--- config.mk ---
export PLATFORM = sky130hd
export DESIGN_NAME = array_frame_tx
export DESIGN_NICKNAME = d
export VERILOG_FILES = /design/src/rtl/array_frame_pkg.sv /design/src/rtl/array_frame_idx.sv /design/src/rtl/array_frame_tx.sv
export SDC_FILE = /design/constraint.sdc
export NUM_CORES = 1
export LEC_CHECK = 0
export CORE_UTILIZATION = 55
export DETAILED_ROUTE_END_ITERATION = 10
export GPL_TIMING_DRIVEN = 0
export MAX_ROUTING_LAYER = met4
export PLACE_DENSITY = 0.88
export REMOVE_ABC_BUFFERS = 1
export SLEW_MARGIN = 20
export SYNTH_ARGS = -nofsm -noshare
export SYNTH_HDL_FRONTEND = slang
export SYNTH_SLANG_ARGS = --single-unit
--- constraint.sdc ---
create_clock -name clk -period 9.7 [get_ports clk]
set_input_delay 1.94 -clock clk [delete_from_list [all_inputs] [get_ports clk]]
set_output_delay 1.94 -clock clk [all_outputs]
set_load 0.03 [all_outputs]
--- src/rtl/array_frame_pkg.sv ---
// Shared types and constants for the 2x4x5 array frame transmitter.
// Element order: c fastest, then b, then a (a runs 2..3).
package array_frame_pkg;

    localparam int ELEM_W   = 2;
    localparam int N_A      = 2;
    localparam int A_BASE   = 2;
    localparam int N_B      = 4;
    localparam int N_C      = 5;
    localparam int HDR_W    = 5;

    localparam int N_ELEM   = N_A * N_B * N_C;
    localparam int LAST_IDX = N_ELEM - 1;
    localparam int DATA_W   = ELEM_W * N_ELEM;
    localparam int IDX_W    = 6;
    localparam int CNT_W    = 8;
    localparam int PAR_IDX  = N_ELEM;

    localparam int A_W = (N_A > 1) ? $clog2(N_A) : 1;
    localparam int B_W = (N_B > 1) ? $clog2(N_B) : 1;
    localparam int C_W = (N_C > 1) ? $clog2(N_C) : 1;

    // Header beat plus one beat per element, plus the parity beat when enabled.
    localparam int BEATS_NOPAR = N_ELEM + 1;
    localparam int BEATS_PAR   = N_ELEM + 2;

    typedef enum logic [1:0] {
        IDLE = 2'd0,
        HDR  = 2'd1,
        DATA = 2'd2,
        PAR  = 2'd3
    } state_t;

    // a is the zero-based offset from A_BASE.
    function automatic logic [IDX_W-1:0] flat_idx(
        input logic [A_W-1:0] a,
        input logic [B_W-1:0] b,
        input logic [C_W-1:0] c
    );
        return IDX_W'((int'(a) * N_B + int'(b)) * N_C + int'(c));
    endfunction

endpackage

--- src/rtl/array_frame_idx.sv ---
// Nested (a,b,c) element counter: c fastest, then b, then a.
// Produces the flat element index and a flag for the last element.
module array_frame_idx
    import array_frame_pkg::*;
(
    input  logic             clk,
    input  logic             rst,
    input  logic             i_clear,
    input  logic             i_advance,
    output logic [IDX_W-1:0] o_idx,
    output logic             o_last
);

    logic [A_W-1:0] r_a;
    logic [B_W-1:0] r_b;
    logic [C_W-1:0] r_c;

    logic w_c_wrap;
    logic w_b_wrap;
    logic w_a_wrap;

    assign w_c_wrap = (r_c == C_W'(N_C - 1));
    assign w_b_wrap = (r_b == B_W'(N_B - 1));
    assign w_a_wrap = (r_a == A_W'(N_A - 1));

    // NOTE: sequential state uses non-blocking assignments so every register
    // samples the pre-edge values, independent of statement order.
    always_ff @(posedge clk) begin
        if (rst || i_clear) begin
            r_a <= '0;
            r_b <= '0;
            r_c <= '0;
        end else if (i_advance) begin
            if (w_c_wrap) begin
                r_c <= '0;
                if (w_b_wrap) begin
                    r_b <= '0;
                    r_a <= w_a_wrap ? '0 : r_a + 1'b1;
                end else begin
                    r_b <= r_b + 1'b1;
                end
            end else begin
                r_c <= r_c + 1'b1;
            end
        end
    end

    assign o_idx  = flat_idx(r_a, r_b, r_c);
    assign o_last = w_c_wrap && w_b_wrap && w_a_wrap;

endmodule

--- src/rtl/array_frame_tx.sv ---
// Frame serializer: captures header + 40 elements, streams header then elements.
// Define ARRAY_FRAME_TX_PARITY_EN to append a parity beat after element 39.
module array_frame_tx
    import array_frame_pkg::*;
(
    input  logic              clk,
    input  logic              rst,
    input  logic              load_valid,
    output logic              load_ready,
    input  logic [HDR_W-1:0]  load_hdr,
    input  logic [DATA_W-1:0] load_data,
    output logic              tx_valid,
    input  logic              tx_ready,
    output logic [HDR_W-1:0]  tx_data,
    output logic              tx_sof,
    output logic              tx_eof,
    output logic [IDX_W-1:0]  tx_idx,
    output logic [CNT_W-1:0]  frame_cnt
);

    state_t              r_state;
    state_t              w_state_nxt;
    logic [HDR_W-1:0]    r_hdr;
    logic [DATA_W-1:0]   r_data;
    logic [CNT_W-1:0]    r_frame_cnt;

    logic                w_load_fire;
    logic                w_tx_fire;
    logic                w_adv;
    logic                w_last;
    logic [IDX_W-1:0]    w_idx;
    logic [ELEM_W-1:0]   w_elem;

    assign w_load_fire = load_valid && load_ready;
    assign w_tx_fire   = tx_valid && tx_ready;
    assign w_adv       = (r_state == DATA) && tx_ready;

    array_frame_idx u_idx (
        .clk       (clk),
        .rst       (rst),
        .i_clear   (w_load_fire),
        .i_advance (w_adv),
        .o_idx     (w_idx),
        .o_last    (w_last)
    );

    always_comb begin
        w_elem = '0;
        for (int i = 0; i < N_ELEM; i++) begin
            if (w_idx == IDX_W'(i)) w_elem = r_data[i*ELEM_W +: ELEM_W];
        end
    end

`ifdef ARRAY_FRAME_TX_PARITY_EN
    // Captured registers are stable for the whole frame, so parity is ready
    // long before the parity beat.
    logic w_parity;
    assign w_parity = ^{r_hdr, r_data};
`endif

    // NOTE: every output gets a default before the case so no path leaves a
    // signal unassigned, which would otherwise infer a latch.
    always_comb begin
        w_state_nxt = r_state;
        load_ready  = 1'b0;
        tx_valid    = 1'b0;
        tx_sof      = 1'b0;
        tx_eof      = 1'b0;
        tx_data     = '0;
        tx_idx      = '0;
        unique case (r_state)
            IDLE: begin
                load_ready = 1'b1;
                if (load_valid) w_state_nxt = HDR;
            end
            HDR: begin
                tx_valid = 1'b1;
                tx_sof   = 1'b1;
                tx_data  = r_hdr;
                if (tx_ready) w_state_nxt = DATA;
            end
            DATA: begin
                tx_valid = 1'b1;
                tx_data  = {{(HDR_W-ELEM_W){1'b0}}, w_elem};
                tx_idx   = w_idx;
`ifdef ARRAY_FRAME_TX_PARITY_EN
                if (tx_ready && w_last) w_state_nxt = PAR;
`else
                tx_eof = w_last;
                if (tx_ready && w_last) w_state_nxt = IDLE;
`endif
            end
`ifdef ARRAY_FRAME_TX_PARITY_EN
            PAR: begin
                tx_valid = 1'b1;
                tx_eof   = 1'b1;
                tx_idx   = IDX_W'(PAR_IDX);
                tx_data  = {{(HDR_W-1){1'b0}}, w_parity};
                if (tx_ready) w_state_nxt = IDLE;
            end
`endif
            default: w_state_nxt = IDLE;
        endcase
    end

    // NOTE: the capture registers are reset too, so tx_data reads zero after
    // reset rather than exposing stale frame contents.
    always_ff @(posedge clk) begin
        if (rst) begin
            r_state     <= IDLE;
            r_hdr       <= '0;
            r_data      <= '0;
            r_frame_cnt <= '0;
        end else begin
            r_state <= w_state_nxt;
            if (w_load_fire) begin
                r_hdr  <= load_hdr;
                r_data <= load_data;
            end
            if (w_tx_fire && tx_eof) r_frame_cnt <= r_frame_cnt + 1'b1;
        end
    end

    assign frame_cnt = r_frame_cnt;

endmodule

== Word-level counts from Yosys, hierarchy flattened ==
Index checks and enable logic that the tools add are counted.
Operators by class
  multipliers: 1
  $add $sub $neg: 6
  div/mod/pow operators: 0
  $lt $le $gt $ge: 0
  equal/unequal tests: 46
  shift-type cells: 0
  muxes and demuxes: 53
  bitwise gates (word level): 0
  reduce and logical (&&, ||, !) cells: 14
Operator list (count)
  $eq A6 B5 Y1 const B: 16
  $mux W2: 44
  $eq A6 B4 Y1 const B: 8
  $eq A6 B6 Y1 const B: 8
  $mul A32 B4 Y6 const B: 1
  $eq A6 B3 Y1 const B: 4
  $eq A6 B2 Y1 const B: 2
  $pmux W5 S2: 1
  $add A8 B1 Y8 const B: 1
  $logic_and A1 B1 Y1: 7
  $add A6 B4 Y6: 1
  $eq A6 B1 Y1 const B: 1
  $logic_not A6 Y1: 1
  $mux W6: 1
  $pmux W2 S3: 1
  $reduce_and A3 Y1: 2
  $mux W1: 5
  $add A3 B2 Y4: 1
  $eq A2 B2 Y1 const B: 2
  $ne A2 B2 Y1 const B: 2
  $add A3 B1 Y3 const B: 1
  $eq A3 B3 Y1 const B: 1
  $mux W3: 1
  $add A2 B1 Y2 const B: 1
  7 further kinds: 7
Storage, ports and cells
  bits in latches: 0
  memories: 0
  logic and storage cells: 127
  bits of input ports: 89
  flip-flop bits (word level): 101
  memory bits (writable): 0
  output and inout port bits: 23
  ROM bits: 0

== Depth between registers and ports, before layout ==
Gate-level depths: netlist (run 1).
  depth in word-level cells: 45
  gate-level depth with buffers: 12
  mapped depth without buffers: 11

== Hierarchy ==
Synthesis (run 1) repeated with hierarchy kept, for this count alone.
Second synthesis, totals
  cells, all modules: 644
  area total of the unflattened synthesis: 5151.2 µm²
Modules (own cells, without submodules)
  array_frame_tx: times used 1, cells an instance 596, sequential area each 1901.8 µm², area each 4677.0 µm²
  array_frame_idx: times used 1, cells an instance 48, sequential area each 120.1 µm², area each 474.2 µm²

== Worst setup path after synthesis (run 1) ==
Ideal clock, no wire load.
  path kind: flip-flop to output port
  from: register u_idx.r_b[0]
  to: output tx_data[0]
  buffers on the path: 2
  data arrival time: 3.229 ns
  stages on the path, launching flop included: 13
  required time: 7.760 ns
  slack: 4.531 ns
  cells stage by stage: dfxtp_1 > ha_1 > ha_1 > inv_1 > fa_1 > clkbuf_1 > clkbuf_1 > nand3_1 > o31ai_1 > o211ai_1 > nand3_1 > a21oi_1 > o21ai_0
On the way
  cells in the longest elaborated chain, start to end: 45
Ends and longest elaborated chain
  start, declared: line array_frame_idx.sv:15  | logic [B_W-1:0] r_b;
  start signal, assigned: line array_frame_idx.sv:40  | r_b <= r_b + 1'b1;
  $add A3 B2 Y4 (*): line array_frame_pkg.sv:40  | return IDX_W'((int'(a) * N_B + int'(b)) * N_C + int'(c));
  $mul A32 B4 Y6 (*): line array_frame_pkg.sv:40
  $add A6 B4 Y6 (*): line array_frame_pkg.sv:40
  $logic_not A6 Y1: line array_frame_tx.sv:50  | if (w_idx == IDX_W'(i)) w_elem = r_data[i*ELEM_W +: ELEM_W];
  $mux W2 (39 in series): line array_frame_tx.sv:50
  $mux W2 (*): line array_frame_tx.sv:50
  $pmux W5 S2 (*): line array_frame_tx.sv:71  | unique case (r_state)
  end, declared: line array_frame_tx.sv:14  | output logic [HDR_W-1:0] tx_data,
Every way passes the cells marked *; elsewhere a longest branch is shown, timed or not.

== Final worst setup path (run 1) ==
  from: register u_idx.r_b[0]
  to: output tx_data[1]
Same word-level chain as after synthesis.

==> impl_metrics.xml, run 1 <==
<?xml version="1.0" encoding="UTF-8"?>
<metrics>
  <group name="floorplan">
    <metric name="floorplan.die_area" unit="um^2">9580</metric>
    <metric name="initial_utilization" unit="%">57.4</metric>
    <metric name="io_pins" unit="">112</metric>
    <metric name="row_count" unit="">34</metric>
    <metric name="die_height" unit="um">97.9</metric>
    <metric name="floorplan.die.width" unit="um">97.9</metric>
    <metric name="core-area" unit="um^2">8810</metric>
  </group>
  <group name="final_layout">
    <metric name="layout.filler_cells" unit="">663</metric>
    <metric name="antenna_cells" unit="">0</metric>
    <metric name="finalCoreUtilization" unit="%">72.6</metric>
    <metric name="finish.net_count" unit="">836</metric>
    <metric name="post_route_insts_no_fill" unit="">841</metric>
    <metric name="syn2layout_area_growth" unit="%">26.5</metric>
    <metric name="post_route_cells_drive_above_1_share" unit="%">4.64</metric>
    <metric name="design_area" unit="um^2">6400</metric>
  </group>
  <group name="pwr">
    <metric name="power.net_switching" unit="uW">264</metric>
    <metric name="p_per_area" unit="nW/um^2">140</metric>
    <metric name="power.leakage" unit="nW">2.40</metric>
    <metric name="peak_supply_drop" unit="uV">74.3</metric>
    <metric name="switching_share" unit="%">29.3</metric>
    <metric name="share_clk_of_total_power" unit="%">27.1</metric>
    <metric name="pwr-share-comb" unit="%">21.0</metric>
    <metric name="cell_internal_power_dissipation" unit="uW">635</metric>
    <metric name="power.share.sequential" unit="%">51.9</metric>
  </group>
  <group name="detailed_routing">
    <metric name="post_detailed_route_via_to_cell_ratio" unit="">5.75</metric>
    <metric name="remaining_drc_errors" unit="">4</metric>
    <metric name="wire_per_inst" unit="um">15.4</metric>
    <metric name="drtPass1Iterations" unit="">8</metric>
    <metric name="wirelength_met1" unit="um">5280</metric>
    <metric name="detail_route.iter0.violations" unit="">341</metric>
    <metric name="postRouteAntennaNets" unit="">0</metric>
    <metric name="routed_wirelength" unit="um">12900</metric>
    <metric name="met3_length" unit="um">783</metric>
    <metric name="route.vias.total" unit="">4833</metric>
    <metric name="met2RoutedLength" unit="um">6560</metric>
    <metric name="maxUsedRoutingLayer" unit="">met4</metric>
  </group>
  <group name="min_path">
    <metric name="launch_point_of_the_worst_hold_path" unit="">r_data[36]</metric>
    <metric name="whs_path_depth" unit="">2</metric>
    <metric name="timing.hold.worst.class" unit="">register to register</metric>
    <metric name="timing.hold.worst_endpoint" unit="">r_data[36]</metric>
  </group>
  <group name="clock_tree">
    <metric name="clock_tree.root_cell" unit="">sky130_fd_sc_hd__clkbuf_8</metric>
    <metric name="cts_buffers" unit="">9</metric>
    <metric name="clk_latency" unit="ps">360</metric>
    <metric name="clock_sinks" unit="">101</metric>
    <metric name="cts.hold.buffers_added" unit="">0</metric>
    <metric name="tritoncts" unit="">done</metric>
    <metric name="cts_resized" unit="">0</metric>
    <metric name="ctsLongestPathBuffers" unit="">2</metric>
    <metric name="register_clock_pin_slew_on_the_reported_worst_setup_and_hold_paths" unit="ps">100</metric>
    <metric name="clock_tree.htree_level_count" unit="">3</metric>
    <metric name="setup_buffers_after_cts" unit="">0</metric>
  </group>
  <group name="global_routing">
    <metric name="antenna_found_initial" unit="">0</metric>
    <metric name="grt_use_total" unit="%">28.1</metric>
    <metric name="first_global_vias" unit="">4526</metric>
    <metric name="grt_pass1_wl" unit="um">21100</metric>
    <metric name="largest_net_degree_at_the_start_of_global_routing" unit="">76</metric>
    <metric name="grt_overflow_total" unit="">0</metric>
  </group>
  <group name="placement">
    <metric name="place_area" unit="um^2">6220</metric>
    <metric name="dpl.hpwl" unit="um">8870</metric>
    <metric name="numPortBuffers" unit="">111</metric>
    <metric name="gp_congestion" unit="">0.918</metric>
    <metric name="post-place-cells" unit="">827</metric>
  </group>
  <group name="worst_setup_path">
    <metric name="critical-path-max-stage-delay" unit="ps">700</metric>
    <metric name="critical-path-top-delay-family" unit="">adder cells</metric>
    <metric name="worst_r2r_startpoint" unit="">r_state[0]</metric>
    <metric name="worstPathBufferInverterCount" unit="">2</metric>
    <metric name="regToRegEndpoint" unit="">frame_cnt[7]</metric>
    <metric name="critical_path_peak_fanout" unit="">14</metric>
    <metric name="worst-endpoint-arrival" unit="ps">4390</metric>
    <metric name="cp.required" unit="ps">7760</metric>
    <metric name="cp_slowest_cell" unit="">sky130_fd_sc_hd__clkdlybuf4s50_1</metric>
    <metric name="setup.worst_path.end_class" unit="">output pin</metric>
    <metric name="critical_path_class" unit="">register to output pin</metric>
    <metric name="reg2reg_slack" unit="ps">7350</metric>
    <metric name="path_cells" unit="">ha_1 -&gt; ha_1 -&gt; inv_1 -&gt; fa_2 -&gt; xor2_2 -&gt; nand2_1 -&gt; nor3_1 -&gt; a22oi_1 -&gt; a311oi_1 -&gt; o21ai_1 -&gt; a21boi_1 -&gt; clkdlybuf4s50_1</metric>
    <metric name="crit_path_start_kind" unit="">register</metric>
    <metric name="rr_worst_depth" unit="">8</metric>
    <metric name="critPathMostFrequentCell" unit="">sky130_fd_sc_hd__ha_1</metric>
  </group>
  <group name="timing">
    <metric name="post-route-period-util" unit="%">65.2</metric>
    <metric name="rsz0062_at_grt" unit="">false</metric>
    <metric name="tns" unit="ps">0</metric>
    <metric name="fin_worst_skew" unit="ps">13.7</metric>
    <metric name="slew_violations" unit="">0</metric>
    <metric name="worstMarginPinSlew" unit="ps">808</metric>
    <metric name="max_freq" unit="GHz">0.158</metric>
    <metric name="relSlewSlack" unit="%">46.1</metric>
    <metric name="finalWorstPathRequiredPeriod" unit="ps">6330</metric>
    <metric name="hold_violations" unit="">0</metric>
    <metric name="finalSetupViolCount" unit="">0</metric>
  </group>
  <group name="run_status">
    <metric name="failed_checks" unit="">design-rule violations</metric>
    <metric name="run_status" unit="">complete, but fails checks</metric>
  </group>
  <group name="yosys">
    <metric name="async_sr_flop_fraction" unit="%">0</metric>
    <metric name="post_synthesis_cells" unit="">651</metric>
    <metric name="yosysUniqueCellTypes" unit="">58</metric>
    <metric name="count_of_flip_flops_with_a_built_in_enable_after_synthesis" unit="">0</metric>
    <metric name="netlist_area_before_placement" unit="um^2">5060</metric>
    <metric name="netlist.top_cell.by_area" unit="">sky130_fd_sc_hd__dfxtp_1</metric>
    <metric name="ys_seq_area_share" unit="%">40.0</metric>
    <metric name="ys_dominant_reg_cell" unit="">sky130_fd_sc_hd__dfxtp_1</metric>
    <metric name="ys_warn_count" unit="">0</metric>
    <metric name="syn_area_per_cell" unit="um^2">7.77</metric>
    <metric name="synth_top_area_share" unit="%">40.0</metric>
    <metric name="ys_ff_latch" unit="">101</metric>
    <metric name="synth.top_cells.by_area" unit="">sky130_fd_sc_hd__dfxtp_1 40%, sky130_fd_sc_hd__nand2_1 14%, sky130_fd_sc_hd__a21oi_1 10%, sky130_fd_sc_hd__ha_1 4.0%, sky130_fd_sc_hd__mux4_1 3.1%</metric>
  </group>
  <group name="job">
    <metric name="max_cap_viol_count" unit="">0</metric>
  </group>
</metrics>
[layout make-up]
class / instances / area, um^2 / share of cell area, %
multi-input cells: 487 / 2800 / 43.7
flip-flops and latches: 101 / 2020 / 31.6
repair buffers: 115 / 1210 / 18.9
clock buffers: 10 / 138 / 2.15
well taps: 108 / 135 / 2.11
inverters: 16 / 60.1 / 0.939
clock inverters: 4 / 32.5 / 0.509
[through the flow]
step / total power, mW / hold slack (ps) / setup WS (ps)
6_report: 0.899 / 459 / 3370
5_1_grt: 0.940 / 474 / 3150
4_1_cts: 0.901 / 456 / 3130
3_5_place_dp: 0.662 / 442 / 3540
3_3_place_gp: 0.648 / 438 / 3630
2_1_floorplan: 0.572 / 425 / 4420
[flip-flops by register name, indices dropped and copies added, names as in the netlist]
| name | cells |
|---|---|
| r_hdr | 5 |
| r_data | 80 |
| u_idx.r_a | 1 |
| u_idx.r_c | 3 |
| r_state | 2 |
| u_idx.r_b | 2 |
| frame_cnt | 8 |
[cells by family after synthesis]
family,after synthesis,share of synthesized area [%]
buffers and inverters,63,5.02
xor gates and xnor gates,12,2.23
and+or+nand+nor,276,23.0
DFF,101,40.0
AOI/OAI and AO/OA,160,18.2
muxes,22,7.15
adders and majority gates,17,4.36
[worst max path at each step]
stage / from / cells past startpoint / slack [ps] / end
final: u_idx.r_b[0] / 12 / 3370 / tx_data[1]
after global placement: u_idx.r_b[0] / 8 / 3630 / tx_data[1]
after detailed placement: u_idx.r_b[0] / 11 / 3540 / tx_data[1]
after CTS: u_idx.r_b[0] / 11 / 3130 / tx_data[1]
after global routing: u_idx.r_b[0] / 12 / 3150 / tx_data[1]
after floorplan: u_idx.r_b[0] / 10 / 4420 / tx_data[0]
[power by group through the flow]
stage / combinational [mW] / sequential [mW] / clock [mW]
2_1_floorplan: 0.102 / 0.470 / 0
3_3_place_gp: 0.175 / 0.473 / 0
3_5_place_dp: 0.187 / 0.475 / 0
4_1_cts: 0.188 / 0.466 / 0.247
5_1_grt: 0.207 / 0.470 / 0.263
6_report: 0.189 / 0.466 / 0.244
[worst register-to-register path: cells and delay by family, from the launching register on]
family	cells	cell delay, ps
XOR/XNOR	1	160
adder cells (fa/ha/maj)	1	460
flip-flops	1	350
buffers and inverters	1	110
AND/OR/NAND/NOR	5	1160
[metal layers]
metal  track usage [%]  vias up
met5                 -        -
met4              9.21        0
met3              5.01       33
met2              47.0      195
met1              34.2     2234
li1                  -     2371
[cell usage in the layout (no fill, tap or decap), types with 4 or more instances in the layout]
cell / n
sky130_fd_sc_hd__nand2_1: 194
sky130_fd_sc_hd__clkdlybuf4s50_1: 110
sky130_fd_sc_hd__a21oi_1: 105
sky130_fd_sc_hd__dfxtp_1: 101
sky130_fd_sc_hd__nor2_1: 25
sky130_fd_sc_hd__inv_1: 16
sky130_fd_sc_hd__ha_1: 14
sky130_fd_sc_hd__o21ai_0: 13
sky130_fd_sc_hd__nand3_1: 12
sky130_fd_sc_hd__clkbuf_8: 10
sky130_fd_sc_hd__and2_1: 9
sky130_fd_sc_hd__mux2i_1: 8
sky130_fd_sc_hd__xor2_1: 7
sky130_fd_sc_hd__nor2b_1: 6
sky130_fd_sc_hd__nand2b_1: 6
sky130_fd_sc_hd__and3_1: 6
sky130_fd_sc_hd__mux4_1: 6
sky130_fd_sc_hd__nor3_1: 5
sky130_fd_sc_hd__mux2_2: 5
sky130_fd_sc_hd__xnor2_1: 4
sky130_fd_sc_hd__a31oi_1: 4
[synth_stat cells, drive strengths merged (6+ instances only)]
cell / number
nand2b: 6
a21oi: 105
clkbuf: 32
o21ai: 14
xor2: 8
nand3: 12
dfxtp: 101
nor2b: 6
and2: 11
and3: 6
buf: 15
nand2: 195
mux4: 9
inv: 16
ha: 16
mux2i: 8
nor2: 25
Note: power is estimated with default switching activity, not from simulation.
==> run 2: changes to the inputs <==
--- a/config.mk
+++ b/config.mk
@@ -5,11 +5,11 @@
 export SDC_FILE = /design/constraint.sdc
 export NUM_CORES = 1
 export LEC_CHECK = 0
-export CORE_UTILIZATION = 55
+export CORE_UTILIZATION = 51
 export DETAILED_ROUTE_END_ITERATION = 10
 export GPL_TIMING_DRIVEN = 0
 export MAX_ROUTING_LAYER = met4
-export PLACE_DENSITY = 0.88
+export PLACE_DENSITY = 0.83
 export REMOVE_ABC_BUFFERS = 1
 export SLEW_MARGIN = 20
 export SYNTH_ARGS = -nofsm -noshare
==> constraint.sdc (replaced) <==
create_clock -name clk -period 6.1 [get_ports clk]
set_input_delay 1.22 -clock clk [delete_from_list [all_inputs] [get_ports clk]]
set_output_delay 1.22 -clock clk [all_outputs]
set_load 0.03 [all_outputs]
==> run 2 against run 1 <==
Net effect:
- worst hold slack worse by 0.75 ps
- highest routed layer unchanged
- the flow now finishes without violations
- critical path depth unchanged
- first-iteration DRC count down 21%
- cell count up 2.7%
==> impl_metrics.xml, run 2 (same netlist as run 1, synthesis figures left out) <==
<?xml version="1.0" encoding="UTF-8"?>
<metrics>
  <group name="run_status">
    <metric name="run_status" unit="">completed</metric>
  </group>
  <group name="floorplan">
    <metric name="core-area" unit="um^2">9420</metric>
    <metric name="row_count" unit="">35</metric>
    <metric name="floorplan.die.width" unit="um">102</metric>
    <metric name="io_pins" unit="">112</metric>
    <metric name="initial_utilization" unit="%">53.7</metric>
    <metric name="die_height" unit="um">102</metric>
    <metric name="floorplan.die_area" unit="um^2">10300</metric>
  </group>
  <group name="detailed_routing">
    <metric name="detail_route.iter0.violations" unit="">270</metric>
    <metric name="postRouteAntennaNets" unit="">0</metric>
    <metric name="post_detailed_route_via_to_cell_ratio" unit="">5.51</metric>
    <metric name="drtPass1Iterations" unit="">7</metric>
    <metric name="route.vias.total" unit="">4759</metric>
    <metric name="remaining_drc_errors" unit="">0</metric>
    <metric name="routed_wirelength" unit="um">12600</metric>
    <metric name="wire_per_inst" unit="um">14.6</metric>
  </group>
  <group name="worst_setup_path">
    <metric name="worst-endpoint-arrival" unit="ps">4340</metric>
    <metric name="cp_slowest_cell" unit="">sky130_fd_sc_hd__clkdlybuf4s50_1</metric>
    <metric name="worstPathBufferInverterCount" unit="">2</metric>
    <metric name="worst_r2r_startpoint" unit="">r_state[0]</metric>
    <metric name="critical-path-top-delay-family" unit="">adder cells</metric>
    <metric name="cp.required" unit="ps">4880</metric>
    <metric name="regToRegEndpoint" unit="">frame_cnt[5]</metric>
    <metric name="path_cells" unit="">ha_1 -&gt; ha_1 -&gt; inv_1 -&gt; fa_2 -&gt; xor2_2 -&gt; nor2_1 -&gt; o31ai_1 -&gt; o211ai_1 -&gt; nand3_1 -&gt; a21oi_1 -&gt; o21ai_0 -&gt; clkdlybuf4s50_1</metric>
    <metric name="critPathMostFrequentCell" unit="">sky130_fd_sc_hd__ha_1</metric>
    <metric name="setup.worst_path.end_class" unit="">output pin</metric>
    <metric name="rr_worst_depth" unit="">8</metric>
    <metric name="critical_path_peak_fanout" unit="">14</metric>
    <metric name="reg2reg_slack" unit="ps">3830</metric>
    <metric name="cp.depth" unit="">12</metric>
    <metric name="crit_path_start_kind" unit="">register</metric>
    <metric name="critical-path-max-stage-delay" unit="ps">740</metric>
    <metric name="critical_path_class" unit="">register to output pin</metric>
  </group>
  <group name="pwr">
    <metric name="share_clk_of_total_power" unit="%">28.6</metric>
    <metric name="switching_share" unit="%">30.4</metric>
    <metric name="pwr-share-comb" unit="%">20.4</metric>
    <metric name="cell_internal_power_dissipation" unit="mW">1.01</metric>
    <metric name="power.net_switching" unit="uW">440</metric>
    <metric name="power.leakage" unit="nW">2.42</metric>
    <metric name="peak_supply_drop" unit="uV">136</metric>
    <metric name="p_per_area" unit="nW/um^2">225</metric>
    <metric name="power.share.sequential" unit="%">51.0</metric>
  </group>
  <group name="final_layout">
    <metric name="layout_commonest_cell" unit="">sky130_fd_sc_hd__nand2_1</metric>
    <metric name="post_route_cells_drive_above_1_share" unit="%">4.90</metric>
    <metric name="antenna_cells" unit="">0</metric>
    <metric name="layout.filler_cells" unit="">757</metric>
    <metric name="finish.net_count" unit="">836</metric>
    <metric name="syn2layout_area_growth" unit="%">27.6</metric>
    <metric name="design_area" unit="um^2">6450</metric>
    <metric name="most_used_cells_in_the_layout_excluding_fill_and_tap_cells" unit="">194 x sky130_fd_sc_hd__nand2_1, 110 x sky130_fd_sc_hd__clkdlybuf4s50_1, 105 x sky130_fd_sc_hd__a21oi_1</metric>
    <metric name="largest-register" unit="">r_data</metric>
    <metric name="largest_register_ffs" unit="">80</metric>
  </group>
  <group name="timing">
    <metric name="fin_worst_skew" unit="ps">9.10</metric>
    <metric name="finalWorstPathRequiredPeriod" unit="ps">5560</metric>
    <metric name="rsz0062_at_grt" unit="">false</metric>
    <metric name="tns" unit="ps">0</metric>
    <metric name="slew_violations" unit="">0</metric>
    <metric name="max_freq" unit="GHz">0.180</metric>
    <metric name="worstMarginPinSlew" unit="ps">809</metric>
    <metric name="relSlewSlack" unit="%">46.1</metric>
    <metric name="post-route-period-util" unit="%">91.2</metric>
    <metric name="finalSetupViolCount" unit="">0</metric>
    <metric name="hold_violations" unit="">0</metric>
  </group>
  <group name="min_path">
    <metric name="timing.hold.worst_endpoint" unit="">r_data[51]</metric>
    <metric name="whs_path_depth" unit="">2</metric>
    <metric name="timing.hold.worst.class" unit="">register to register</metric>
    <metric name="launch_point_of_the_worst_hold_path" unit="">r_data[51]</metric>
  </group>
  <group name="clock_tree">
    <metric name="ctsLongestPathBuffers" unit="">2</metric>
    <metric name="register_clock_pin_slew_on_the_reported_worst_setup_and_hold_paths" unit="ps">100</metric>
    <metric name="tritoncts" unit="">done</metric>
    <metric name="clock_tree.root_cell" unit="">sky130_fd_sc_hd__clkbuf_8</metric>
    <metric name="setup_buffers_after_cts" unit="">0</metric>
    <metric name="clk_latency" unit="ps">370</metric>
    <metric name="clock_sinks" unit="">101</metric>
    <metric name="cts_resized" unit="">0</metric>
    <metric name="clock_tree.htree_level_count" unit="">3</metric>
    <metric name="cts.hold.buffers_added" unit="">0</metric>
    <metric name="cts_buffers" unit="">9</metric>
  </group>
  <group name="global_routing">
    <metric name="grt_use_total" unit="%">25.3</metric>
    <metric name="antenna_found_initial" unit="">0</metric>
    <metric name="grt_pass1_wl" unit="um">20000</metric>
    <metric name="grt_overflow_total" unit="">0</metric>
    <metric name="first_global_vias" unit="">4406</metric>
    <metric name="largest_net_degree_at_the_start_of_global_routing" unit="">75</metric>
  </group>
  <group name="placement">
    <metric name="gp_congestion" unit="">0.799</metric>
    <metric name="place_area" unit="um^2">6260</metric>
    <metric name="dpl.hpwl" unit="um">8550</metric>
    <metric name="numPortBuffers" unit="">111</metric>
  </group>
  <group name="job">
    <metric name="max_cap_viol_count" unit="">0</metric>
  </group>
</metrics>
==> run 2: through the flow <==
step                cells  power, mW  setup WS [ps]  hold slack, ps  utilization, %
global route          864       1.52            207             475            68.5
global placement      844       1.03            734             438            65.2
detailed placement    848       1.05            693             444            66.5
CTS                   864       1.45            303             459            68.5
finish                864       1.45            536             458            68.5
floorplan             604      0.910           1540             425               -
==> run 2: power groups by stage <==
stage,registers (mW),logic [mW],clock network [mW]
finish,0.740,0.296,0.415
global route,0.746,0.326,0.447
CTS,0.740,0.296,0.418
detailed placement,0.755,0.295,0
global placement,0.752,0.279,0
floorplan,0.747,0.163,0
==> run 2: how the worst max path moves through the flow <==
stage | startpoint | to | slack [ps]
after global routing | u_idx.r_b[0] | tx_data[0] | 210
final | u_idx.r_b[0] | tx_data[0] | 540
after detailed placement | u_idx.r_b[0] | tx_data[0] | 690
after floorplan | u_idx.r_b[0] | tx_data[0] | 1540
after CTS | u_idx.r_b[0] | tx_data[0] | 300
after global placement | u_idx.r_b[0] | tx_data[1] | 730
==> run 2: cell type report <==
| type | instances | area (um^2) | share of cell area [%] |
|---|---|---|---|
| clock inverters | 7 | 67.6 | 1.05 |
| multi-input cells | 487 | 2800 | 43.4 |
| clock buffers | 9 | 124 | 1.92 |
| well taps | 129 | 161 | 2.50 |
| flip-flops and latches | 101 | 2020 | 31.3 |
| inverters | 16 | 60.1 | 0.931 |
| repair buffers | 115 | 1220 | 18.9 |
==> run 2: layer usage <==
layer | vias to the layer above | share of wire, % | global-route usage [%]
met5 | - | 0 | -
met4 | 0 | 1.6 | 8.58
met3 | 22 | 5.5 | 4.42
met1 | 2195 | 43 | 31.0
met2 | 171 | 50 | 41.9
li1 | 2371 | - | -
==> run 2: tightest hold or removal path, delay by kind of cell, from the launching register on <==
kind | cells | cell delay [ps]
flops | 1 | 320
simple gates | 1 | 50
compound gates | 1 | 50
==> run 3: changes to the inputs <==
--- a/config.mk
+++ b/config.mk
@@ -5,12 +5,14 @@
 export SDC_FILE = /design/constraint.sdc
 export NUM_CORES = 1
 export LEC_CHECK = 0
+export ABC_CLOCK_PERIOD_IN_PS = 6100
 export CORE_UTILIZATION = 51
 export DETAILED_ROUTE_END_ITERATION = 10
 export GPL_TIMING_DRIVEN = 0
 export MAX_ROUTING_LAYER = met4
 export PLACE_DENSITY = 0.83
 export REMOVE_ABC_BUFFERS = 1
+export SKIP_LAST_GASP = 1
 export SLEW_MARGIN = 20
 export SYNTH_ARGS = -nofsm -noshare
 export SYNTH_HDL_FRONTEND = slang
==> results of run 3 <==
The final DEF is identical to that of run 2; final timing and power are the same.
